$ cat config.mk
export PLATFORM = sky130hd
export DESIGN_NAME = vga_capture
export DESIGN_NICKNAME = d
export VERILOG_FILES = /design/src/rtl/vga_capture_pkg.sv /design/src/rtl/vga_sync_edge.sv /design/src/rtl/vga_capture.sv
export SDC_FILE = /design/constraint.sdc
export NUM_CORES = 1
export LEC_CHECK = 0
export ABC_AREA = 1
export CAP_MARGIN = 20
export CORE_MARGIN = 1.5
export CORE_UTILIZATION = 54
export DETAILED_ROUTE_END_ITERATION = 10
export GPL_TIMING_DRIVEN = 0
export PLACE_DENSITY = 0.8
export SLEW_MARGIN = 15
export SYNTH_ARGS = -nofsm -noshare
export SYNTH_HDL_FRONTEND = slang
export SYNTH_SLANG_ARGS = --single-unit
$ cat constraint.sdc
create_clock -name clk -period 2 [get_ports clk]
set_input_delay 0.5 -clock clk [delete_from_list [all_inputs] [get_ports clk]]
set_output_delay 0.5 -clock clk [all_outputs]
set_load 0.02 [all_outputs]
$ cat src/rtl/vga_capture_pkg.sv
`default_nettype none
//==============================================================================
// Module   : vga_capture_pkg
// Desc     : Shared VGA constants for the capture and driver ends. It holds the
//            default active raster size, the RGB565 pixel width, the capture
//            FSM state encoding and a counter-width helper.
// Ports    : none (package)
// Revision : 1.0 - initial release
//==============================================================================
package vga_capture_pkg;

    // Default active raster, shared with vga_driver so both ends agree.
    localparam int C_VGA_H_ACT = 640;
    localparam int C_VGA_V_ACT = 480;

    // RGB565 pixel width.
    localparam int C_RGB_W = 16;

    // Capture FSM state encoding.
    localparam int         C_ST_W       = 2;
    localparam logic [1:0] C_ST_IDLE    = 2'd0;
    localparam logic [1:0] C_ST_ARMED   = 2'd1;
    localparam logic [1:0] C_ST_CAPTURE = 2'd2;
    localparam logic [1:0] C_ST_DONE    = 2'd3;

    // Width of a counter that must be able to hold the value n itself
    // (a counter may saturate at, or reach, its limit).
    function automatic int cnt_width(input int n);
        return (n < 1) ? 1 : $clog2(n + 1);
    endfunction

endpackage
`default_nettype wire

$ cat src/rtl/vga_sync_edge.sv
`default_nettype none
//==============================================================================
// Module   : vga_sync_edge
// Desc     : Input stage for the capture block. It registers hsync, vsync, blank
//            and pixel data once. It also produces single-cycle falling-edge
//            pulses of the registered vsync (frame start) and of the registered
//            blank_n (line end).
// Ports    : clk, rst          - pixel clock, sync active-high reset
//            i_vga_hys/vys     - raw syncs (active-low)
//            i_vga_rgb         - raw RGB565 pixel
//            i_vga_blank_n     - raw active-video flag
//            o_hys_q/o_vys_q   - registered syncs
//            o_rgb_q/o_blank_q - registered pixel / active flag
//            o_vys_fall        - one-cycle pulse on vsync falling edge
//            o_blank_fall      - one-cycle pulse on blank_n falling edge
// Revision : 1.0 - initial release
//==============================================================================
module vga_sync_edge
    import vga_capture_pkg::*;
(
    input  logic               clk,
    input  logic               rst,
    input  logic               i_vga_hys,
    input  logic               i_vga_vys,
    input  logic [C_RGB_W-1:0] i_vga_rgb,
    input  logic               i_vga_blank_n,
    output logic               o_hys_q,
    output logic               o_vys_q,
    output logic [C_RGB_W-1:0] o_rgb_q,
    output logic               o_blank_q,
    output logic               o_vys_fall,
    output logic               o_blank_fall
);

    logic               r_hys;
    logic               r_vys;
    logic [C_RGB_W-1:0] r_rgb;
    logic               r_blank;
    logic               r_vys_d;
    logic               r_blank_d;

    // Syncs idle high. The delayed copies reset to the idle level as well, so
    // no edge pulse appears when reset is released.
    always_ff @(posedge clk) begin
        if (rst) begin
            r_hys     <= 1'b1;
            r_vys     <= 1'b1;
            r_rgb     <= '0;
            r_blank   <= 1'b0;
            r_vys_d   <= 1'b1;
            r_blank_d <= 1'b0;
        end else begin
            r_hys     <= i_vga_hys;
            r_vys     <= i_vga_vys;
            r_rgb     <= i_vga_rgb;
            r_blank   <= i_vga_blank_n;
            r_vys_d   <= r_vys;
            r_blank_d <= r_blank;
        end
    end

    assign o_hys_q      = r_hys;
    assign o_vys_q      = r_vys;
    assign o_rgb_q      = r_rgb;
    assign o_blank_q    = r_blank;
    assign o_vys_fall   = r_vys_d & ~r_vys;
    assign o_blank_fall = r_blank_d & ~r_blank;

endmodule
`default_nettype wire

$ cat src/rtl/vga_capture.sv
`default_nettype none
//==============================================================================
// Module   : vga_capture
// Desc     : Captures one VGA frame into a linear frame buffer when armed.
//            Active pixels are written to address y*H_ACT+x. The address comes
//            from a running line base plus x, with no multiplier. Short lines,
//            long lines and short frames are flagged on a sticky line_err.
// Ports    : clk, rst     - pixel clock, sync active-high reset
//            cap_en       - arm request (level)
//            vga_hys/vys  - syncs (active-low)
//            vga_rgb      - RGB565 pixel
//            vga_blank_n  - high during active video
//            wr_en        - frame-buffer write strobe
//            wr_addr      - frame-buffer write address
//            wr_data      - frame-buffer write data
//            wr_end       - one-cycle pulse after the last write of a frame
//            busy         - high while capturing
//            line_err     - sticky raster error flag
// Revision : 1.0 - initial release
//==============================================================================
module vga_capture
    import vga_capture_pkg::*;
#(
    parameter int H_ACT  = C_VGA_H_ACT,
    parameter int V_ACT  = C_VGA_V_ACT,
    parameter int ADDR_W = 19
) (
    input  logic               clk,
    input  logic               rst,
    input  logic               cap_en,
    input  logic               vga_hys,
    input  logic               vga_vys,
    input  logic [C_RGB_W-1:0] vga_rgb,
    input  logic               vga_blank_n,
    output logic               wr_en,
    output logic [ADDR_W-1:0]  wr_addr,
    output logic [C_RGB_W-1:0] wr_data,
    output logic               wr_end,
    output logic               busy,
    output logic               line_err
);

    // x saturates at H_ACT so overlong lines cannot wrap back into range.
    // y must be able to hold V_ACT, which is the frame-complete condition.
    localparam int XW = cnt_width(H_ACT);
    localparam int YW = cnt_width(V_ACT);

    localparam logic [XW-1:0]     C_H_MAX  = XW'(H_ACT);
    localparam logic [YW-1:0]     C_V_MAX  = YW'(V_ACT);
    localparam logic [ADDR_W-1:0] C_H_STEP = ADDR_W'(H_ACT);

    //--------------------------------------------------------------------------
    // Input stage
    //--------------------------------------------------------------------------
    logic               w_hys_q;
    logic               w_vys_q;
    logic [C_RGB_W-1:0] w_rgb_q;
    logic               w_blank_q;
    logic               w_frame_start;
    logic               w_line_end;

    vga_sync_edge u_sync_edge (
        .clk           (clk),
        .rst           (rst),
        .i_vga_hys     (vga_hys),
        .i_vga_vys     (vga_vys),
        .i_vga_rgb     (vga_rgb),
        .i_vga_blank_n (vga_blank_n),
        .o_hys_q       (w_hys_q),
        .o_vys_q       (w_vys_q),
        .o_rgb_q       (w_rgb_q),
        .o_blank_q     (w_blank_q),
        .o_vys_fall    (w_frame_start),
        .o_blank_fall  (w_line_end)
    );

    // Capture is timed by vsync and blank_n alone. The registered hsync and the
    // registered vsync level are kept only so all video inputs share one
    // pipeline stage.
    logic w_unused_sync;
    assign w_unused_sync = w_hys_q ^ w_vys_q;

    //--------------------------------------------------------------------------
    // State
    //--------------------------------------------------------------------------
    logic [C_ST_W-1:0]  r_state;
    logic [C_ST_W-1:0]  w_state_nxt;
    logic [XW-1:0]      r_x;
    logic [YW-1:0]      r_y;
    logic [ADDR_W-1:0]  r_base;
    logic               r_wr_en;
    logic [ADDR_W-1:0]  r_wr_addr;
    logic [C_RGB_W-1:0] r_wr_data;
    logic               r_line_err;

    logic w_y_full;
    logic w_x_in_line;
    logic w_start_cap;
    logic w_in_cap;

    assign w_y_full    = (r_y == C_V_MAX);
    assign w_x_in_line = (r_x < C_H_MAX);
    assign w_in_cap    = (r_state == C_ST_CAPTURE);
    assign w_start_cap = (r_state == C_ST_ARMED) && w_frame_start;

    //--------------------------------------------------------------------------
    // FSM: state register
    //--------------------------------------------------------------------------
    always_ff @(posedge clk) begin
        if (rst) begin
            r_state <= C_ST_IDLE;
        end else begin
            r_state <= w_state_nxt;
        end
    end

    //--------------------------------------------------------------------------
    // FSM: next state
    //--------------------------------------------------------------------------
    always_comb begin
        w_state_nxt = r_state;
        case (r_state)
            C_ST_IDLE: begin
                if (cap_en) begin
                    w_state_nxt = C_ST_ARMED;
                end
            end
            C_ST_ARMED: begin
                if (w_frame_start) begin
                    w_state_nxt = C_ST_CAPTURE;
                end
            end
            C_ST_CAPTURE: begin
                // A frame start that ends the capture is consumed here. The
                // next frame has to be armed again before it is captured.
                if (w_y_full || w_frame_start) begin
                    w_state_nxt = C_ST_DONE;
                end
            end
            C_ST_DONE: begin
                // Holding cap_en high gives back-to-back frame capture.
                w_state_nxt = cap_en ? C_ST_ARMED : C_ST_IDLE;
            end
            default: begin
                w_state_nxt = C_ST_IDLE;
            end
        endcase
    end

    //--------------------------------------------------------------------------
    // FSM: outputs
    //--------------------------------------------------------------------------
    always_comb begin
        busy   = 1'b0;
        wr_end = 1'b0;
        case (r_state)
            C_ST_CAPTURE: busy   = 1'b1;
            C_ST_DONE:    wr_end = 1'b1;
            default: begin
                busy   = 1'b0;
                wr_end = 1'b0;
            end
        endcase
    end

    //--------------------------------------------------------------------------
    // Raster counters and write port
    //--------------------------------------------------------------------------
    always_ff @(posedge clk) begin
        if (rst) begin
            r_x        <= '0;
            r_y        <= '0;
            r_base     <= '0;
            r_wr_en    <= 1'b0;
            r_wr_addr  <= '0;
            r_wr_data  <= '0;
            r_line_err <= 1'b0;
        end else begin
            r_wr_en <= 1'b0;

            if (w_start_cap) begin
                // A new armed frame clears the raster position and the sticky
                // error flag.
                r_x        <= '0;
                r_y        <= '0;
                r_base     <= '0;
                r_line_err <= 1'b0;
            end else if (w_in_cap) begin
                if (w_frame_start) begin
                    // The frame was cut short.
                    if (!w_y_full) begin
                        r_line_err <= 1'b1;
                    end
                end else if (w_blank_q) begin
                    if (w_x_in_line) begin
                        if (!w_y_full) begin
                            r_wr_en   <= 1'b1;
                            r_wr_addr <= r_base + ADDR_W'(r_x);
                            r_wr_data <= w_rgb_q;
                        end
                        r_x <= r_x + 1'b1;
                    end else begin
                        // Overlong line: drop the pixel and keep x saturated.
                        r_line_err <= 1'b1;
                    end
                end else if (w_line_end) begin
                    r_x <= '0;
                    // A line end with no counted pixels is ignored. Otherwise
                    // the next line starts at the next full-width line base,
                    // whatever this line's length was.
                    if (r_x != '0) begin
                        r_y    <= r_y + 1'b1;
                        r_base <= r_base + C_H_STEP;
                        if (w_x_in_line) begin
                            r_line_err <= 1'b1;
                        end
                    end
                end
            end
        end
    end

    assign wr_en    = r_wr_en;
    assign wr_addr  = r_wr_addr;
    assign wr_data  = r_wr_data;
    assign line_err = r_line_err;

endmodule
`default_nettype wire

==> flow_summary_export.csv <==
group,metric,value,unit
worst_setup_path,worst_ep_arrival_time,1430,ps
pwr,static-leakage-power,2.08,nW
synth,async_reset_ff_share,0,%
placement,io_buffers,59,
global_routing,grt.overflow.total,0,
pwr,pwr-share-comb,18.5,%
floorplan,initial_utilization,55.8,%
placement,gp_congestion,0.887,
sta,hold_violations,0,
clock_network,clk_path_buf_depth,2,
synth,syn_nets,581,
pwr,p_int,2.67,mW
sta,slew_violations,0,
sta,relSlewSlack,65.0,%
synth,ys.flop_type,"dfxtp_1",
synth,ys_ff_latch,90,
worst_setup_path,critPathLaunchType,"flip-flop",
drt,vias,3625,
pwr,seq_power_share,51.6,%
final_layout,nNetsFinal,651,
drt,via_per_inst,5.04,
synth,syn_area,0.00403,mm^2
placement,dp_worst_setup_slack,-218,ps
synth,syn_inst,545,
sta,fin_skew,13.2,ps
floorplan,rows,31,
placement,placed_area,0.00474,mm^2
pwr,clockPowerShare,29.9,%
pwr,p_sw,1.15,mW
final_layout,drive_above_1_share,7.90,%
final_layout,antenna_cells,0,
sta,max_freq,0.519,GHz
floorplan,ios,61,
synth,synth_seq_area_share,44.7,%
drt,drt-total-wl,9020,um
pwr,power_density,775,mW/mm^2
drt,dr.pass1.iters,4,
synth,synth_area_per_cell,7.39,um^2
sta,worst_pin_slew,525,ps
clock_network,clock_latency,370,ps
clock_network,root_buffer,"clkbuf_8",
floorplan,dieHeight,89.4,um
hold_path,hold_class,"reg -> reg",
sta,period_share,96.3,%
final_layout,postLayoutCellArea,0.00492,mm^2
drt,drtIter0Drc,179,
pwr,irDropWorstVdd,0.000442,V
clock_network,cts.sinks,90,
sta,rsz0062_at_grt,"no",
clock_network,h-tree-depth,3,
clock_network,clkTransAtPathRegs,90,ps
floorplan,die_area,0.00798,mm^2
final_layout,final_cell_mix,"nand2_1, dfxtp_1, nor2_1, inv_1, clkdlybuf4s50_1",
job,drv_cap,0,
global_routing,grt.total_usage,25.6,%
final_layout,area.growth.synth_to_final,22.3,%
synth,synth_edf_count,0,
floorplan,core_area,0.00721,mm^2
global_routing,antenna_found_initial,0,
placement,dpl.hpwl,6680,um
sta,fin_hold_ws,455,ps
drt,ant_nets,0,
drt,post_drt_wl_per_cell,12.5,um
clock_network,numCtsBuffers,9,
final_layout,mostFrequentLayoutCell,"nand2_1",
worst_setup_path,worstPathRequired,1500,ps
run_status,status,"finished, final reports clean",
pwr,power,3.82,mW
worst_setup_path,end_kind,"output pin",
clock_network,cts_tree,"done",
global_routing,grt_pass1_wl,15800,um
drt,route.detailed.drc,0,
clock_network,post_cts_buffers,0,
synth,synth_cell_types,36,
floorplan,die_x,89.4,um
sta,min_period,1930,ps
pwr,p_sw_share,30.1,%
sta,fin_ws,73.8,ps
worst_setup_path,crit_type,"reg -> out",
worst_setup_path,r2r_slack,250,ps
synth,yosys_warnings,0,
global_routing,grt_start_max_net_pins,17,
worst_setup_path,cp_max_fo,6,
sta,setup_viol,0,
global_routing,grt_pass1_vias,3521,
[cell families after synthesis]
family | count (synthesis) | synth area share (%)
XOR/XNOR | 20 | 4.35
AND/OR/NAND/NOR | 243 | 25.2
flip-flops | 90 | 44.7
buffers and inverters | 84 | 9.01
adder cells (fa/ha/maj) | 14 | 4.54
AO/OA/AOI/OAI | 94 | 12.2
[registers in the layout, indices dropped and copies added (netlist names)]
| register | count |
|---|---|
| r_y | 9 |
| wr_data | 16 |
| line_err | 1 |
| r_base | 12 |
| u_sync_edge.o_rgb_q | 16 |
| u_sync_edge.o_blank_q | 1 |
| u_sync_edge.o_vys_q | 1 |
| r_state | 2 |
| wr_en | 1 |
| wr_addr | 19 |
| u_sync_edge.r_blank_d | 1 |
| u_sync_edge.r_vys_d | 1 |
| r_x | 10 |
[timing repair]
item | in CTS | in global routing
gates resized for setup | 3 | 3
hold buffers | 0 | 0
hold endpoints to repair | 0 | 0
endpoints found under the setup margin | 2 | 2
[synth_stat cells, types with 2 or more instances]
| library cell | n | area, um^2 |
|---|---|---|
| buf_4 | 3 | 22.5 |
| clkbuf_1 | 8 | 30.0 |
| nand4_1 | 2 | 12.5 |
| nor2_2 | 2 | 12.5 |
| a211oi_1 | 2 | 15.0 |
| nand2_2 | 4 | 25.0 |
| o21ai_1 | 6 | 30.0 |
| buf_2 | 7 | 35.0 |
| inv_2 | 4 | 15.0 |
| o21ai_0 | 33 | 165 |
| a21oi_1 | 48 | 240 |
| xor2_1 | 16 | 140 |
| nand3_1 | 25 | 125 |
| nand2_1 | 111 | 417 |
| ha_1 | 13 | 163 |
| buf_6 | 2 | 22.5 |
| nor3_2 | 2 | 20.0 |
| nor3_1 | 4 | 20.0 |
| nand3b_1 | 2 | 15.0 |
| dfxtp_1 | 90 | 1800 |
| inv_1 | 58 | 218 |
| nor2_1 | 86 | 323 |
| xnor2_1 | 4 | 35.0 |
[final timing paths]
path / start / to / cells after the start
min: line_err / line_err / 2
max reg2reg: r_state[0] / r_base[12] / 9
min reg2reg: line_err / line_err / 2
max: r_state[0] / busy / 3
[metrics by stage]
| step | util [%] | TNS [ps] | std cells |
|---|---|---|---|
| after detailed placement | 65.7 | -4900 | 703 |
| after global placement | 65.7 | -3430 | 703 |
| after global routing | 68.3 | 0 | 719 |
| after CTS | 68.2 | 0 | 719 |
| after floorplan | - | 0 | 545 |
| final | 68.3 | 0 | 719 |
[routing by layer]
layer  up-vias  wire (um)  GRT usage, %
met5         -          0             0
met4         0        197          9.51
met3        17        627          7.76
met2        94       4330          42.8
met1      1663       3870          31.2
li1       1851          -             -
[critical path: stages, from the launching register on]
cell             delay [ps]
dfxtp_4                 370
inv_1                   110
ha_1                    250
clkdlybuf4s15_1         330
[final cells by class]
type | instances | area, um^2
fillers | 621 | 2290
inverters | 62 | 233
repair buffers | 59 | 589
flip-flops and latches | 90 | 1810
clock inverters | 6 | 50.0
multi-input cells | 371 | 1870
well taps | 99 | 124
clock buffers | 10 | 128
plain buffers | 22 | 130
[power by group through the flow]
stage | Sequential (mW) | Combinational, mW | Clock [mW]
floorplan | 2.08 | 0.345 | 0
global placement | 2.00 | 0.684 | 0
detailed placement | 2.00 | 0.711 | 0
CTS | 1.97 | 0.705 | 1.17
global route | 1.99 | 0.780 | 1.24
finish | 1.97 | 0.705 | 1.14
(Power assumes the default switching activity.)
